## config.mk

```make
export PLATFORM = sky130hd
export DESIGN_NAME = div64by32
export DESIGN_NICKNAME = d
export VERILOG_FILES = /design/src/rtl/div64by32.sv
export SDC_FILE = /design/constraint.sdc
export NUM_CORES = 1
export LEC_CHECK = 0
export ABC_AREA = 1
export BUFFER_PORTS_ARGS = -buffer_cell sky130_fd_sc_hd__clkbuf_2
export CAP_MARGIN = 30
export CORE_MARGIN = 3
export CORE_UTILIZATION = 40
export CTS_CLUSTER_SIZE = 20
export DETAILED_ROUTE_END_ITERATION = 12
export PLACE_DENSITY = 0.69
export SYNTH_ARGS = -nofsm -noshare
export SYNTH_HDL_FRONTEND = slang
export SYNTH_SLANG_ARGS = --single-unit
export TNS_END_PERCENT = 30
```

## constraint.sdc

```tcl
create_clock -name clk -period 5.8 [get_ports clk]
set_input_delay 0.29 -clock clk [delete_from_list [all_inputs] [get_ports clk]]
set_output_delay 0.29 -clock clk [all_outputs]
set_load 0.02 [all_outputs]
```

## src/rtl/div64by32.sv

```systemverilog
// Sequential restoring divider: 64-bit dividend / 32-bit divisor, one quotient bit per clock.
// Optional macro DIV64_DBZ_FLAG_EN adds the dbz port and a short divide-by-zero path.
module div64by32 (
  input  logic        clk,
  input  logic        reset,
  input  logic        start,
  input  logic [63:0] dividend,
  input  logic [31:0] divisor,
  output logic        busy,
  output logic        done,
  output logic [63:0] quotient,
`ifdef DIV64_DBZ_FLAG_EN
  output logic [31:0] remainder,
  output logic        dbz
`else
  output logic [31:0] remainder
`endif
);

  typedef enum logic [1:0] {StIdle, StRun, StDone} state_e;

  state_e      state_q, state_d;
  logic [63:0] d_q;
  logic [31:0] p_q;
  logic [31:0] dvsr_q;
  logic [5:0]  cnt_q;

  logic [32:0] p_shift;
  logic [31:0] p_diff;
  logic [31:0] p_next;
  logic [63:0] d_next;
  logic        ge;
  logic        dbz_fast;
  logic        finish;

  // Partial remainder is stored as 32 bits: bit 32 of P' only matters for the compare
  // and never feeds back, since only P'[31:0] is shifted into the next iteration.
  assign p_shift = {p_q, d_q[63]};
  assign ge      = p_shift >= {1'b0, dvsr_q};
  assign p_diff  = p_shift[31:0] - dvsr_q;
  assign p_next  = ge ? p_diff : p_shift[31:0];
  assign d_next  = {d_q[62:0], ge};

`ifdef DIV64_DBZ_FLAG_EN
  assign dbz_fast = (dvsr_q == 32'd0);
`else
  assign dbz_fast = 1'b0;
`endif

  assign finish = (cnt_q == 6'd63) || dbz_fast;

  always_ff @(posedge clk) begin
    if (reset) begin
      state_q <= StIdle;
    end else begin
      state_q <= state_d;
    end
  end

  always_comb begin
    state_d = state_q;
    unique case (state_q)
      StIdle:  if (start) state_d = StRun;
      StRun:   if (finish) state_d = StDone;
      StDone:  state_d = StIdle;
      default: state_d = StIdle;
    endcase
  end

  always_comb begin
    busy = (state_q == StRun);
    done = (state_q == StDone);
  end

  always_ff @(posedge clk) begin
    if (reset) begin
      d_q       <= '0;
      p_q       <= '0;
      dvsr_q    <= '0;
      cnt_q     <= '0;
      quotient  <= '0;
      remainder <= '0;
`ifdef DIV64_DBZ_FLAG_EN
      dbz       <= 1'b0;
`endif
    end else begin
      unique case (state_q)
        StIdle: begin
          if (start) begin
            d_q    <= dividend;
            dvsr_q <= divisor;
            p_q    <= '0;
            cnt_q  <= '0;
`ifdef DIV64_DBZ_FLAG_EN
            dbz    <= 1'b0;
`endif
          end
        end
        StRun: begin
          d_q   <= d_next;
          p_q   <= p_next;
          cnt_q <= cnt_q + 6'd1;
          if (finish) begin
            // Zero divisor short path: d_q still holds the untouched dividend here.
            if (dbz_fast) begin
              quotient  <= '1;
              remainder <= d_q[31:0];
            end else begin
              quotient  <= d_next;
              remainder <= p_next;
            end
`ifdef DIV64_DBZ_FLAG_EN
            dbz <= dbz_fast;
`endif
          end
        end
        default: ;
      endcase
    end
  end

endmodule

```

==> summary.md <==
| Metric | Value |
|---|---|
| Number of synthesized register bits | `232` |
| Unrepaired setup endpoints after global routing | `false` |
| Sequential cell fraction of total power | `0.372` |
| Number of nets in the synthesized netlist | `1726` |
| Final Hold Vio Count | `0` |
| Synth Flop Type | `sky130_fd_sc_hd__dfxtp_1` |
| Detailed Place HPWL | `23.1 mm` |
| Number of setup buffers added after CTS | `0` |
| Total Routed Length | `32.3 mm` |
| Final-layout setup total negative slack | `0 ns` |
| Die Height | `174 µm` |
| Max_slew headroom | `0.396` |
| Gate count after technology mapping | `1593` |
| Number of max-capacitance violations reported | `0` |
| Proportion of layout cells with a drive suffix above 1 | `0.168` |
| Number of placed cells counting well taps | `2083` |
| Core Area | `27300 µm²` |
| Worst hold path type | `input pin to register` |
| Fraction of post-synthesis cell area in the top cell type by area | `0.413` |
| Number of levels in the clock H-tree | `1` |
| Mean cell area of the mapped netlist | `7.07 µm²` |
| Critical path data required time | `6.23 ns` |
| Highest attainable clock frequency | `0.332 GHz` |
| Clk_skew | `0.0148 ns` |
| Number of synthesized flops with an enable pin | `0` |
| Endpoint class of the critical path | `register` |
| DR pass1 iterations | `6` |
| Combinational fraction of design power | `0.253` |
| Floorplan die area | `30200 µm²` |
| Most frequent standard cell in the layout excluding fill and tap cells | `sky130_fd_sc_hd__nand2_1` |
| Static leakage | `6.42 nW` |
| Final setup violating endpoints | `0` |
| Overall power | `0.00465 W` |
| Number of port buffers | `196` |
| Critical path start-end classification | `register to register` |
| Fraction of registers with async set/reset | `0` |
| Total GRT Usage | `0.206` |
| Wire length of the first global-routing pass | `52.5 mm` |
| Final worst hold slack | `0.0173 ns` |
| Final Non-Filler Cells | `2129` |
| Synth-to-layout area growth | `18.7%` |
| Die width | `174 µm` |
| 1st-iter DRT viols | `554` |
| Per-cell via count in the routed design | `4.98` |
| Routed wire length per instance | `15.2 µm` |
| Fin nets | `1872` |
| Top fanout value on the critical path | `66` |
| Part of the power in the clock network | `0.375` |
| Initial core utilization | `0.412` |
| Summed instance area of the synthesized netlist | `11300 µm²` |
| Int Power | `0.00313 W` |
| Power density of the placed cells | `348 nW/µm²` |
| Insertion delay to the later sink of the worst-skew pair | `0.53 ns` |
| Fillcell total | `2848` |
| Number of placement rows | `60` |
| Remaining global-route overflow | `0` |
| Cell accounting for the most synthesized area | `sky130_fd_sc_hd__dfxtp_1` |
| CTS tree | `done` |
| Actual transition at the worst max-transition pin | `0.906 ns` |
| Cts repair resizes | `0` |
| Commonest cells after routing, fill and taps aside | `394 x sky130_fd_sc_hd__nand2_1, 236 x sky130_fd_sc_hd__inv_1, 232 x sky130_fd_sc_hd__dfxtp_1` |
| Data arrival time at the worst-slack endpoint | `3.44 ns` |
| Max-slew violation total from the final report | `0` |
| Clock root cell | `sky130_fd_sc_hd__clkbuf_16` |
| Number of synthesis warnings | `0` |
| Top area cells in the synthesized netlist | `sky130_fd_sc_hd__dfxtp_1 41%, sky130_fd_sc_hd__nand2_1 13%, sky130_fd_sc_hd__a21oi_1 9.2%` |
| Number of hold-repair buffers added at the cts stage | `0` |
| Number of antenna violations at the first check in global routing | `0` |
| Nature of the critical path startpoint | `register` |
| Maximum number of pins on one net before global-route repair | `114` |
| Detailed-route via count | `10.6k` |
| Num Clock Sinks | `232` |
| Vias in the first global route | `10.4k` |
| Sequential-to-total area share from yosys stat | `0.413` |
| Final setup slack of the worst path | `2.79 ns` |
| Result of the run | `completed` |
| Number of distinct library cell variants in the gate-level netlist after synthesis | `38` |
| Worst setup slack before clock tree synthesis | `2.83 ns` |
| Post-route fraction of the period consumed by the critical path | `0.519` |
| Number of primary I/O pins | `197` |
| Final worst path period need | `3.01 ns` |
| Net switching power | `0.00153 W` |
| Final weighted congestion in routability-driven placement | `0.948` |
| Clock-pin slew on the worst setup and hold paths | `0.06 ns` |
| Fraction of power spent switching nets | `0.328` |
| Number of CTS-inserted buffers | `25` |
| Drc violations | `0` |
| Maximum buffer depth of the clock tree | `3` |
| Max VDD drop | `0.234 mV` |
| Number of antenna-violating nets in the routed design | `0` |
| Total inserted antenna cells | `0` |
==> logic make-up (layout without fill, tap and decap cells) <==
kind of cell               count (synthesis)  count (layout)  share of synthesized area
adders and majority gates                 34              34                     0.0385
xor gates and xnor gates                  14              14                     0.0109
DFF                                      232             232                      0.413
AOI/OAI and AO/OA                        385             385                      0.195
buffers and inverters                    329             493                      0.116
and+or+nand+nor                          599             599                      0.227
==> cell usage after synthesis (12+ instances only) <==
| master | n |
|---|---|
| sky130_fd_sc_hd__o221ai_1 | 63 |
| sky130_fd_sc_hd__buf_2 | 17 |
| sky130_fd_sc_hd__nand3_1 | 103 |
| sky130_fd_sc_hd__ha_1 | 33 |
| sky130_fd_sc_hd__dfxtp_1 | 232 |
| sky130_fd_sc_hd__clkbuf_1 | 57 |
| sky130_fd_sc_hd__nand2_1 | 396 |
| sky130_fd_sc_hd__nand2_2 | 16 |
| sky130_fd_sc_hd__xor2_1 | 12 |
| sky130_fd_sc_hd__a21oi_1 | 208 |
| sky130_fd_sc_hd__nor2_1 | 50 |
| sky130_fd_sc_hd__o21ai_0 | 102 |
| sky130_fd_sc_hd__inv_1 | 237 |
==> state kept, by name (all words and copies together) (netlist names) <==
name	count
cnt_q	6
dvsr_q	32
state_q	2
p_q	32
d_q	64
remainder	32
quotient	64
==> power by group through the flow <==
stage          Sequential, W  Clock [W]  Combinational (W)
3_3_place_gp         0.00176          0            0.00115
3_5_place_dp         0.00177          0            0.00117
4_1_cts              0.00173    0.00178            0.00117
5_1_grt              0.00174    0.00185            0.00134
2_1_floorplan        0.00175          0           0.000906
6_report             0.00173    0.00174            0.00118
==> through the flow <==
step | utilization | area, µm²
floorplan | - | 11300
global placement | 0.454 | 12400
detailed placement | 0.455 | 12400
CTS | 0.488 | 13300
global route | 0.489 | 13400
finish | 0.489 | 13400
==> layer usage <==
metal / track usage / part of all wire
met3: 0.0626 / 0.084
met1: 0.264 / 0.44
met4: 0.0412 / 0.016
met5: 0 / 0
met2: 0.346 / 0.46
==> final cells by class <==
class                      count  area [µm²]  area share
inverter                     240         906      0.0678
sequential                   232        4640       0.347
timing repair buffer         208        1110      0.0831
clock inverter                16         245      0.0183
multi-input combinational   1032        5340       0.399
clock buffer                  29         661      0.0494
tap                          372         465      0.0348
==> final timing paths <==
| path | start | endpoint | slack (ns) | depth (start not counted) |
|---|---|---|---|---|
| worst max register to register | state_q[1] | p_q[17] | 2.79 | 9 |
| worst min-delay path | divisor[0] | dvsr_q[0] | 0.02 | 3 |
| worst max-delay path | state_q[1] | p_q[17] | 2.79 | 9 |
| worst min register to register | dvsr_q[26] | dvsr_q[26] | 0.46 | 2 |
==> worst max-delay path, cell delays in order (launching register included) <==
cell	delay (ns)
sky130_fd_sc_hd__dfxtp_1	0.33
sky130_fd_sc_hd__inv_1	0.06
sky130_fd_sc_hd__nand2_2	0.05
sky130_fd_sc_hd__buf_4	0.58
sky130_fd_sc_hd__inv_1	0.10
sky130_fd_sc_hd__buf_4	0.30
sky130_fd_sc_hd__nor2_4	0.55
sky130_fd_sc_hd__buf_4	0.58
sky130_fd_sc_hd__nand2_1	0.10
sky130_fd_sc_hd__a21oi_1	0.18
(Power assumes the default switching activity.)
